**src/rtl/rv32_pkg.sv**
```systemverilog
`default_nettype none
// ============================================================================
// Module   : rv32_pkg
// Brief    : Shared RV32 widths, constants and the fetch queue entry type.
// Revision : 1.0 - initial release
// ============================================================================
package rv32_pkg;

  localparam int XLEN = 32;
  localparam int ILEN = 32;

  localparam logic [ILEN-1:0] RV32_NOP = 32'h00000013;

  // One fetch queue slot: the PC it was fetched from, the returned word and
  // whether memory has answered yet.
  typedef struct packed {
    logic [XLEN-1:0] pc;
    logic [ILEN-1:0] data;
    logic            filled;
  } fetch_entry_t;

  // Instruction memory is word addressed; the low byte-offset bits are dropped.
  function automatic logic [XLEN-1:0] word_align(input logic [XLEN-1:0] addr);
    return {addr[XLEN-1:2], 2'b00};
  endfunction

endpackage
`default_nettype wire

```
**src/rtl/ifetch_unit_if.sv**
```systemverilog
`default_nettype none
// ============================================================================
// Module   : ifetch_unit_if
// Brief    : PC-stage, instruction-memory and decode handshakes of the
//            fetch unit, bundled with fetch-unit and environment views.
// Revision : 1.0 - initial release
// ============================================================================
interface ifetch_unit_if;
  import rv32_pkg::*;

  // PC stage
  logic [XLEN-1:0] fetch_addr;
  logic            fetch_valid;
  logic            fetch_ready;
  logic            flush;

  // Instruction memory
  logic            imem_req;
  logic [XLEN-1:0] imem_addr;
  logic            imem_gnt;
  logic            imem_rvalid;
  logic [ILEN-1:0] imem_rdata;

  // Decode
  logic            inst_valid;
  logic            inst_ready;
  logic [ILEN-1:0] inst_data;
  logic [XLEN-1:0] inst_pc;

  // Fetch unit side
  modport master (
    input  fetch_addr, fetch_valid, flush,
    input  imem_gnt, imem_rvalid, imem_rdata,
    input  inst_ready,
    output fetch_ready, imem_req, imem_addr,
    output inst_valid, inst_data, inst_pc
  );

  // PC stage / memory / decode side
  modport slave (
    output fetch_addr, fetch_valid, flush,
    output imem_gnt, imem_rvalid, imem_rdata,
    output inst_ready,
    input  fetch_ready, imem_req, imem_addr,
    input  inst_valid, inst_data, inst_pc
  );

endinterface
`default_nettype wire

```
**src/rtl/fetch_entry_queue.sv**
```systemverilog
`default_nettype none
// ============================================================================
// Module   : fetch_entry_queue
// Brief    : In-order fetch slot storage. Slots are allocated at request
//            acceptance, filled by in-order memory responses and popped by
//            decode. Three pointers: write (alloc), response (fill), read.
// Revision : 1.0 - initial release
// ============================================================================
module fetch_entry_queue
  import rv32_pkg::*;
#(
  parameter  int DEPTH = 4,
  localparam int PTR_W = $clog2(DEPTH)
) (
  input  logic             clk,
  input  logic             reset,
  input  logic             alloc,
  input  logic [XLEN-1:0]  alloc_pc,
  input  logic             fill,
  input  logic [ILEN-1:0]  fill_data,
  input  logic             pop,
  input  logic             clear,
  output fetch_entry_t     head_entry,
  output logic [DEPTH-1:0] filled_vec
);

  fetch_entry_t     r_entries [DEPTH];
  logic [PTR_W-1:0] r_wr_ptr;
  logic [PTR_W-1:0] r_rd_ptr;
  logic [PTR_W-1:0] r_rsp_ptr;

  // Slot and pointer update; DEPTH is a power of two so pointers wrap freely.
  // Fill and pop never hit the same slot: fill targets the oldest unfilled
  // slot, pop only ever takes a filled one.
  always_ff @(posedge clk or negedge reset) begin
    if (!reset) begin
      r_wr_ptr  <= '0;
      r_rd_ptr  <= '0;
      r_rsp_ptr <= '0;
      for (int i = 0; i < DEPTH; i++) begin
        r_entries[i] <= '0;
      end
    end else if (clear) begin
      r_wr_ptr  <= '0;
      r_rd_ptr  <= '0;
      r_rsp_ptr <= '0;
      for (int i = 0; i < DEPTH; i++) begin
        r_entries[i].filled <= 1'b0;
      end
    end else begin
      if (alloc) begin
        r_entries[r_wr_ptr].pc     <= alloc_pc;
        r_entries[r_wr_ptr].filled <= 1'b0;
        r_wr_ptr                   <= r_wr_ptr + 1'b1;
      end
      if (fill) begin
        r_entries[r_rsp_ptr].data   <= fill_data;
        r_entries[r_rsp_ptr].filled <= 1'b1;
        r_rsp_ptr                   <= r_rsp_ptr + 1'b1;
      end
      if (pop) begin
        r_entries[r_rd_ptr].filled <= 1'b0;
        r_rd_ptr                   <= r_rd_ptr + 1'b1;
      end
    end
  end

  // Expose every filled bit so the parent can count unanswered slots.
  always_comb begin
    filled_vec = '0;
    for (int i = 0; i < DEPTH; i++) begin
      filled_vec[i] = r_entries[i].filled;
    end
  end

  assign head_entry = r_entries[r_rd_ptr];

endmodule
`default_nettype wire

```
**src/rtl/ifetch_unit.sv**
```systemverilog
`default_nettype none
// ============================================================================
// Module   : ifetch_unit
// Brief    : Instruction fetch stage. Issues word reads for the PC stream,
//            queues returned words with their PCs and hands them to decode.
//            A redirect kills queued and in-flight fetches; responses still
//            owed for killed fetches are swallowed via a drop counter.
// Revision : 1.0 - initial release
// ============================================================================
module ifetch_unit
  import rv32_pkg::*;
#(
  parameter  int DEPTH = 4,
  localparam int PTR_W = $clog2(DEPTH)
) (
  input  logic          clk,
  input  logic          reset,
  ifetch_unit_if.master bus
);

  localparam logic [PTR_W+1:0] c_depth = (PTR_W+2)'(DEPTH);

  logic [PTR_W:0]   r_count;
  logic [PTR_W:0]   r_drop_cnt;

  logic [PTR_W+1:0] w_occupancy;
  logic             w_space;
  logic             w_req;
  logic             w_accept;
  logic             w_fill;
  logic             w_drop_rsp;
  logic             w_inst_valid;
  logic             w_pop;
  logic [PTR_W:0]   w_filled_cnt;
  logic [PTR_W:0]   w_unfilled;
  logic [PTR_W:0]   w_rvalid_ext;
  logic [DEPTH-1:0] w_filled_vec;
  fetch_entry_t     w_head;

  // Killed-but-unanswered fetches still hold memory slots, so they count
  // against the credit together with live queue entries.
  assign w_occupancy = {1'b0, r_count} + {1'b0, r_drop_cnt};
  assign w_space     = (w_occupancy < c_depth);

  // Request path; gated by reset so every output is quiet during reset.
  assign w_req           = reset & bus.fetch_valid & w_space & ~bus.flush;
  assign w_accept        = w_req & bus.imem_gnt;
  assign bus.imem_req    = w_req;
  assign bus.imem_addr   = reset ? word_align(bus.fetch_addr) : '0;
  assign bus.fetch_ready = w_accept;

  // Responses land in the queue only once all killed fetches are drained.
  assign w_fill       = bus.imem_rvalid & (r_drop_cnt == '0) & ~bus.flush;
  assign w_drop_rsp   = bus.imem_rvalid & (r_drop_cnt != '0);
  assign w_rvalid_ext = {{PTR_W{1'b0}}, bus.imem_rvalid};

  // Decode side; the head is offered only once its word has arrived.
  assign w_inst_valid   = (r_count != '0) & w_head.filled & ~bus.flush;
  assign w_pop          = w_inst_valid & bus.inst_ready;
  assign bus.inst_valid = w_inst_valid;
  assign bus.inst_data  = w_head.data;
  assign bus.inst_pc    = w_head.pc;

  // Count answered slots so a redirect knows how many responses are owed.
  always_comb begin
    w_filled_cnt = '0;
    for (int i = 0; i < DEPTH; i++) begin
      w_filled_cnt = w_filled_cnt + {{PTR_W{1'b0}}, w_filled_vec[i]};
    end
  end

  assign w_unfilled = r_count - w_filled_cnt;

  // Live entry count: accepts minus pops, emptied by a redirect.
  always_ff @(posedge clk or negedge reset) begin
    if (!reset) begin
      r_count <= '0;
    end else if (bus.flush) begin
      r_count <= '0;
    end else if (w_accept && !w_pop) begin
      r_count <= r_count + 1'b1;
    end else if (!w_accept && w_pop) begin
      r_count <= r_count - 1'b1;
    end
  end

  // Responses still owed for killed fetches. A response arriving in the
  // flush cycle answers one of them (either an older drop or an unfilled
  // entry), hence the single subtraction.
  always_ff @(posedge clk or negedge reset) begin
    if (!reset) begin
      r_drop_cnt <= '0;
    end else if (bus.flush) begin
      r_drop_cnt <= r_drop_cnt + w_unfilled - w_rvalid_ext;
    end else if (w_drop_rsp) begin
      r_drop_cnt <= r_drop_cnt - 1'b1;
    end
  end

  fetch_entry_queue #(
    .DEPTH (DEPTH)
  ) u_queue (
    .clk        (clk),
    .reset      (reset),
    .alloc      (w_accept),
    .alloc_pc   (bus.fetch_addr),
    .fill       (w_fill),
    .fill_data  (bus.imem_rdata),
    .pop        (w_pop),
    .clear      (bus.flush),
    .head_entry (w_head),
    .filled_vec (w_filled_vec)
  );

endmodule
`default_nettype wire

```
**src/flat_wrapper.sv**
```systemverilog
// flat-port wrapper written by rule: the top's interface ports become plain ports
module ifetch_unit_flat import rv32_pkg::*;
#(
  parameter  int DEPTH = 4,
  localparam int PTR_W = $clog2(DEPTH)
)
  (clk, reset, bus_fetch_addr, bus_fetch_valid, bus_flush, bus_imem_gnt, bus_imem_rvalid, bus_imem_rdata, bus_inst_ready, bus_fetch_ready, bus_imem_req, bus_imem_addr, bus_inst_valid, bus_inst_data, bus_inst_pc);
  ifetch_unit_if bus_i ();
  input  logic clk;
  input  logic reset;
  input wire logic [$bits(bus_i.fetch_addr)-1:0] bus_fetch_addr;
  input wire logic [$bits(bus_i.fetch_valid)-1:0] bus_fetch_valid;
  input wire logic [$bits(bus_i.flush)-1:0] bus_flush;
  input wire logic [$bits(bus_i.imem_gnt)-1:0] bus_imem_gnt;
  input wire logic [$bits(bus_i.imem_rvalid)-1:0] bus_imem_rvalid;
  input wire logic [$bits(bus_i.imem_rdata)-1:0] bus_imem_rdata;
  input wire logic [$bits(bus_i.inst_ready)-1:0] bus_inst_ready;
  output wire logic [$bits(bus_i.fetch_ready)-1:0] bus_fetch_ready;
  output wire logic [$bits(bus_i.imem_req)-1:0] bus_imem_req;
  output wire logic [$bits(bus_i.imem_addr)-1:0] bus_imem_addr;
  output wire logic [$bits(bus_i.inst_valid)-1:0] bus_inst_valid;
  output wire logic [$bits(bus_i.inst_data)-1:0] bus_inst_data;
  output wire logic [$bits(bus_i.inst_pc)-1:0] bus_inst_pc;
  assign bus_i.fetch_addr = bus_fetch_addr;
  assign bus_i.fetch_valid = bus_fetch_valid;
  assign bus_i.flush = bus_flush;
  assign bus_i.imem_gnt = bus_imem_gnt;
  assign bus_i.imem_rvalid = bus_imem_rvalid;
  assign bus_i.imem_rdata = bus_imem_rdata;
  assign bus_i.inst_ready = bus_inst_ready;
  assign bus_fetch_ready = bus_i.fetch_ready;
  assign bus_imem_req = bus_i.imem_req;
  assign bus_imem_addr = bus_i.imem_addr;
  assign bus_inst_valid = bus_i.inst_valid;
  assign bus_inst_data = bus_i.inst_data;
  assign bus_inst_pc = bus_i.inst_pc;
  ifetch_unit #(.DEPTH(DEPTH)) u_core (.clk(clk), .reset(reset), .bus(bus_i));
endmodule
```
**config.mk**
```make
export PLATFORM = sky130hd
export DESIGN_NAME = ifetch_unit_flat
export DESIGN_NICKNAME = d
export VERILOG_FILES = /design/src/rtl/rv32_pkg.sv /design/src/rtl/ifetch_unit_if.sv /design/src/rtl/fetch_entry_queue.sv /design/src/rtl/ifetch_unit.sv /design/src/flat_wrapper.sv
export SDC_FILE = /design/constraint.sdc
export NUM_CORES = 1
export LEC_CHECK = 0
export ABC_CLOCK_PERIOD_IN_PS = 2950
export CAP_MARGIN = 20
export CORE_MARGIN = 1
export CORE_UTILIZATION = 40
export DETAILED_ROUTE_END_ITERATION = 10
export GPL_ROUTABILITY_DRIVEN = 1
export PLACE_DENSITY = 0.64
export SLEW_MARGIN = 20
export SYNTH_ARGS = -nofsm -noshare
export SYNTH_HDL_FRONTEND = slang
export SYNTH_SLANG_ARGS = --single-unit
```
**constraint.sdc**
```tcl
create_clock -name clk -period 2.95 [get_ports clk]
set_input_delay 0.295 -clock clk [delete_from_list [all_inputs] [get_ports clk]]
set_output_delay 0.295 -clock clk [all_outputs]
set_load 0.01 [all_outputs]
```
==> impl_metrics.json, run 1 <==
{
  "hold_viol": 0,
  "synth_edf_count": 0,
  "slew_headroom_pct": 51.9,
  "final_area_sq_um": 15800,
  "netlist_instances": 783,
  "cpPeakStageDelay_ps": 530,
  "violations": "setup timing",
  "grt_max_degree": 127,
  "crit_type": "reg2reg",
  "fin_nets": 1065,
  "yosys-top-cells-count": "dfrtp_1 (272), mux2_2 (228), mux4_2 (66)",
  "synth_top_family_by_area": "multiplexers",
  "dpl.hpwl_mm": 16.4,
  "synth_top_area_share_pct": 54.8,
  "io_pins": 170,
  "drc_errors": 0,
  "syn_area_per_cell_sq_um": 15.9,
  "multi_input_area_sq_um": 5390,
  "yosys.cell_types.count": 36,
  "fillCellCount": 2560,
  "synth_compound_area_share_pct": 0.604,
  "max_freq_mhz": 325,
  "cts_tree": "done",
  "finClkSkew_ps": 8.83,
  "fin_util_pct": 51.5,
  "crit_family": "adder cells",
  "vias": 7160,
  "yosysTopAreaCell": "dfrtp_1",
  "peakVddDrop_uv": 459,
  "chipWidth_microns": 178,
  "power-per-cell-area_nw_per_um2": 772,
  "place_area_sq_um": 14700,
  "synth-adder-area-share_pct": 3.24,
  "crit_chain": "ha_1 > fa_1 > fa_1 > fa_1 > fa_2 > xnor2_2 > xnor2_1 > xnor2_1 > nand2_1 > o21ai_1",
  "track_usage_pct": 17.2,
  "fin_crit_sh_pct": 104,
  "insertion_delay_ps": 550,
  "cts.clk_slew.worst_paths_ps": 60,
  "tns_ps": -124,
  "first_pass_iters": 4,
  "crit_path_start_kind": "flip-flop",
  "synth.area.top_cells": "dfrtp_1 (55%), mux2_2 (21%), mux4_2 (12%), mux2_1 (2.6%), ha_1 (2.1%)",
  "worstPathArrival_ps": 3550,
  "synth-simple-area-share_pct": 3.11,
  "drt_iter0_markers": 297,
  "tightest_slew_ps": 721,
  "syn_to_final_growth_pct": 26.8,
  "crit_path_top_delay_cell": "fa_1",
  "synthMuxAreaShare_pct": 35.5,
  "place_congestion": 0.745,
  "final_cells": 1387,
  "drive_gt1_share_pct": 38.6,
  "required_ps": 3430,
  "htreeDepth": 1,
  "die_height_microns": 178,
  "synth_seq_area_share_pct": 54.8,
  "synthArstFlopShare_pct": 100,
  "core_sq_um": 30600,
  "grt_pass1_wl_mm": 42.5,
  "post-route-worst-setup-slack_ps": -124,
  "routed_via_density": 5.16,
  "cp_num_buf_inv": 0,
  "crit_path_max_fanout": 2,
  "period_needed_ps": 3070,
  "io_buffers": 167,
  "start_util_pct": 40.6,
  "ys_ff_latch": 272,
  "yosys_warnings": 0,
  "antenna_found_initial": 2,
  "min_path_type": "in2async",
  "status": "finished with violations",
  "end_kind": "flip-flop",
  "p_leak_nw": 7.24,
  "wl_mm": 26.3,
  "wl_per_cell_microns": 19.0,
  "synth_xor_area_share_pct": 0.634,
  "synth_most_common_cell": "dfrtp_1",
  "maxCapViolCount": 0,
  "numCtsBuffers": 30,
  "critPathMostFrequentCell": "fa_1",
  "setup_violations": 1,
  "die_area_sq_um": 31800,
  "cts_sinks": 272,
  "placed_cells_incl_taps": 1328,
  "regArea_sq_um": 6810,
  "preCtsSetupSlack_ps": -369,
  "syn_area_sq_um": 12400,
  "first_global_vias": 7605,
  "ys.flop_type": "dfrtp_1",
  "cts_root_buffer": "clkbuf_16",
  "rows": 64,
  "rsz0062_at_grt": "yes",
  "global_route.overflow_total": 0,
  "cts_buffer_depth": 3,
  "slew_violations": 0,
  "postRouteAntennaNets": 0
}
[metal layers]
metal / up-vias / track usage, % / part of all wire, %
li1: 3222 / - / -
met3: 41 / 3.54 / 5.4
met1: 3749 / 23.5 / 45
met5: - / 0 / 0
met4: 0 / 4.24 / 2.1
met2: 148 / 28.1 / 48
[path summary, 6_finish.rpt]
path                                                   start              endpoint  slack [ps]  depth (start not counted)
worst min-delay path                                   reset             async pin         400                          3
max in group asynchronous                              reset             async pin        1380                          4
min in group clk                           bus_imem_rdata[6]             flip-flop         450                          2
worst max-delay path            u_core.u_queue.filled_vec[0]  u_core.r_drop_cnt[2]        -120                         10
worst max register to register  u_core.u_queue.filled_vec[0]  u_core.r_drop_cnt[2]        -120                         10
worst min register to register                     flip-flop             flip-flop         490                          1
[stage by stage]
stage | hold slack (ps) | power [mW]
CTS | 422 | 12.3
global route | 442 | 12.8
global placement | 437 | 8.42
finish | 405 | 12.2
floorplan | -0.591 | 6.88
detailed placement | 435 | 8.50
[layout make-up]
cell class	count	area share [%]
clock inverter	8	0.603
inverter	17	0.405
tap	396	3.14
clock buffer	48	5.65
multi-input combinational	448	34.2
antenna	1	0.0159
timing repair buffer	197	12.7
sequential	272	43.2
[power by group]
| group | internal, mW | switching (mW) | leakage, nW | total [mW] |
|---|---|---|---|---|
| registers | 4.55 | 0.384 | 3.65 | 4.94 |
| clock network | 2.23 | 1.49 | 0.476 | 3.71 |
| logic | 2.21 | 1.31 | 3.12 | 3.52 |
[cell families (layout without fill, tap and decap cells)]
| logic type | count (synthesis) | in the layout |
|---|---|---|
| muxes | 326 | 326 |
| DFF | 272 | 272 |
| and+or+nand+nor | 72 | 72 |
| buffers and inverters | 64 | 270 |
| adders and majority gates | 28 | 28 |
| AOI/OAI and AO/OA | 11 | 11 |
| xor gates and xnor gates | 9 | 9 |
| other | 1 | 3 |
[cells in the final DEF (no fill, tap or decap), types with 13 or more instances in the layout]
cell type | Yosys | layout
buf_4 | 3 | 21
inv_1 | 16 | 15
mux2_1 | 29 | 29
ha_1 | 21 | 21
mux4_2 | 66 | 66
and2_1 | 30 | 30
mux2_2 | 228 | 228
clkbuf_16 | 0 | 31
nand2_1 | 17 | 13
dfrtp_1 | 272 | 270
clkdlybuf4s50_1 | 0 | 165
[worst min-delay path, cell delays in order]
cell,delay (ps)
dlygate4sd3_1,560
buf_8,140
buf_12,400
[timing repair]
item                                    4_1_cts  5_1_grt
hold endpoints to repair                     76        0
setup buffers                                 1        0
resized for setup                             5        1
hold buffers                                  1        0
pin swaps                                     0        1
endpoints found under the setup margin        2        2
Power figures use the tool's default switching activity.
==> run 2: changes to the inputs <==
--- a/config.mk
+++ b/config.mk
@@ -7,7 +7,6 @@
 export LEC_CHECK = 0
 export ABC_CLOCK_PERIOD_IN_PS = 2950
 export CAP_MARGIN = 20
-export CORE_MARGIN = 1
 export CORE_UTILIZATION = 40
 export DETAILED_ROUTE_END_ITERATION = 10
 export GPL_ROUTABILITY_DRIVEN = 1
==> results of run 2 <==
Final layout, timing and power as in run 1 (identical DEF).
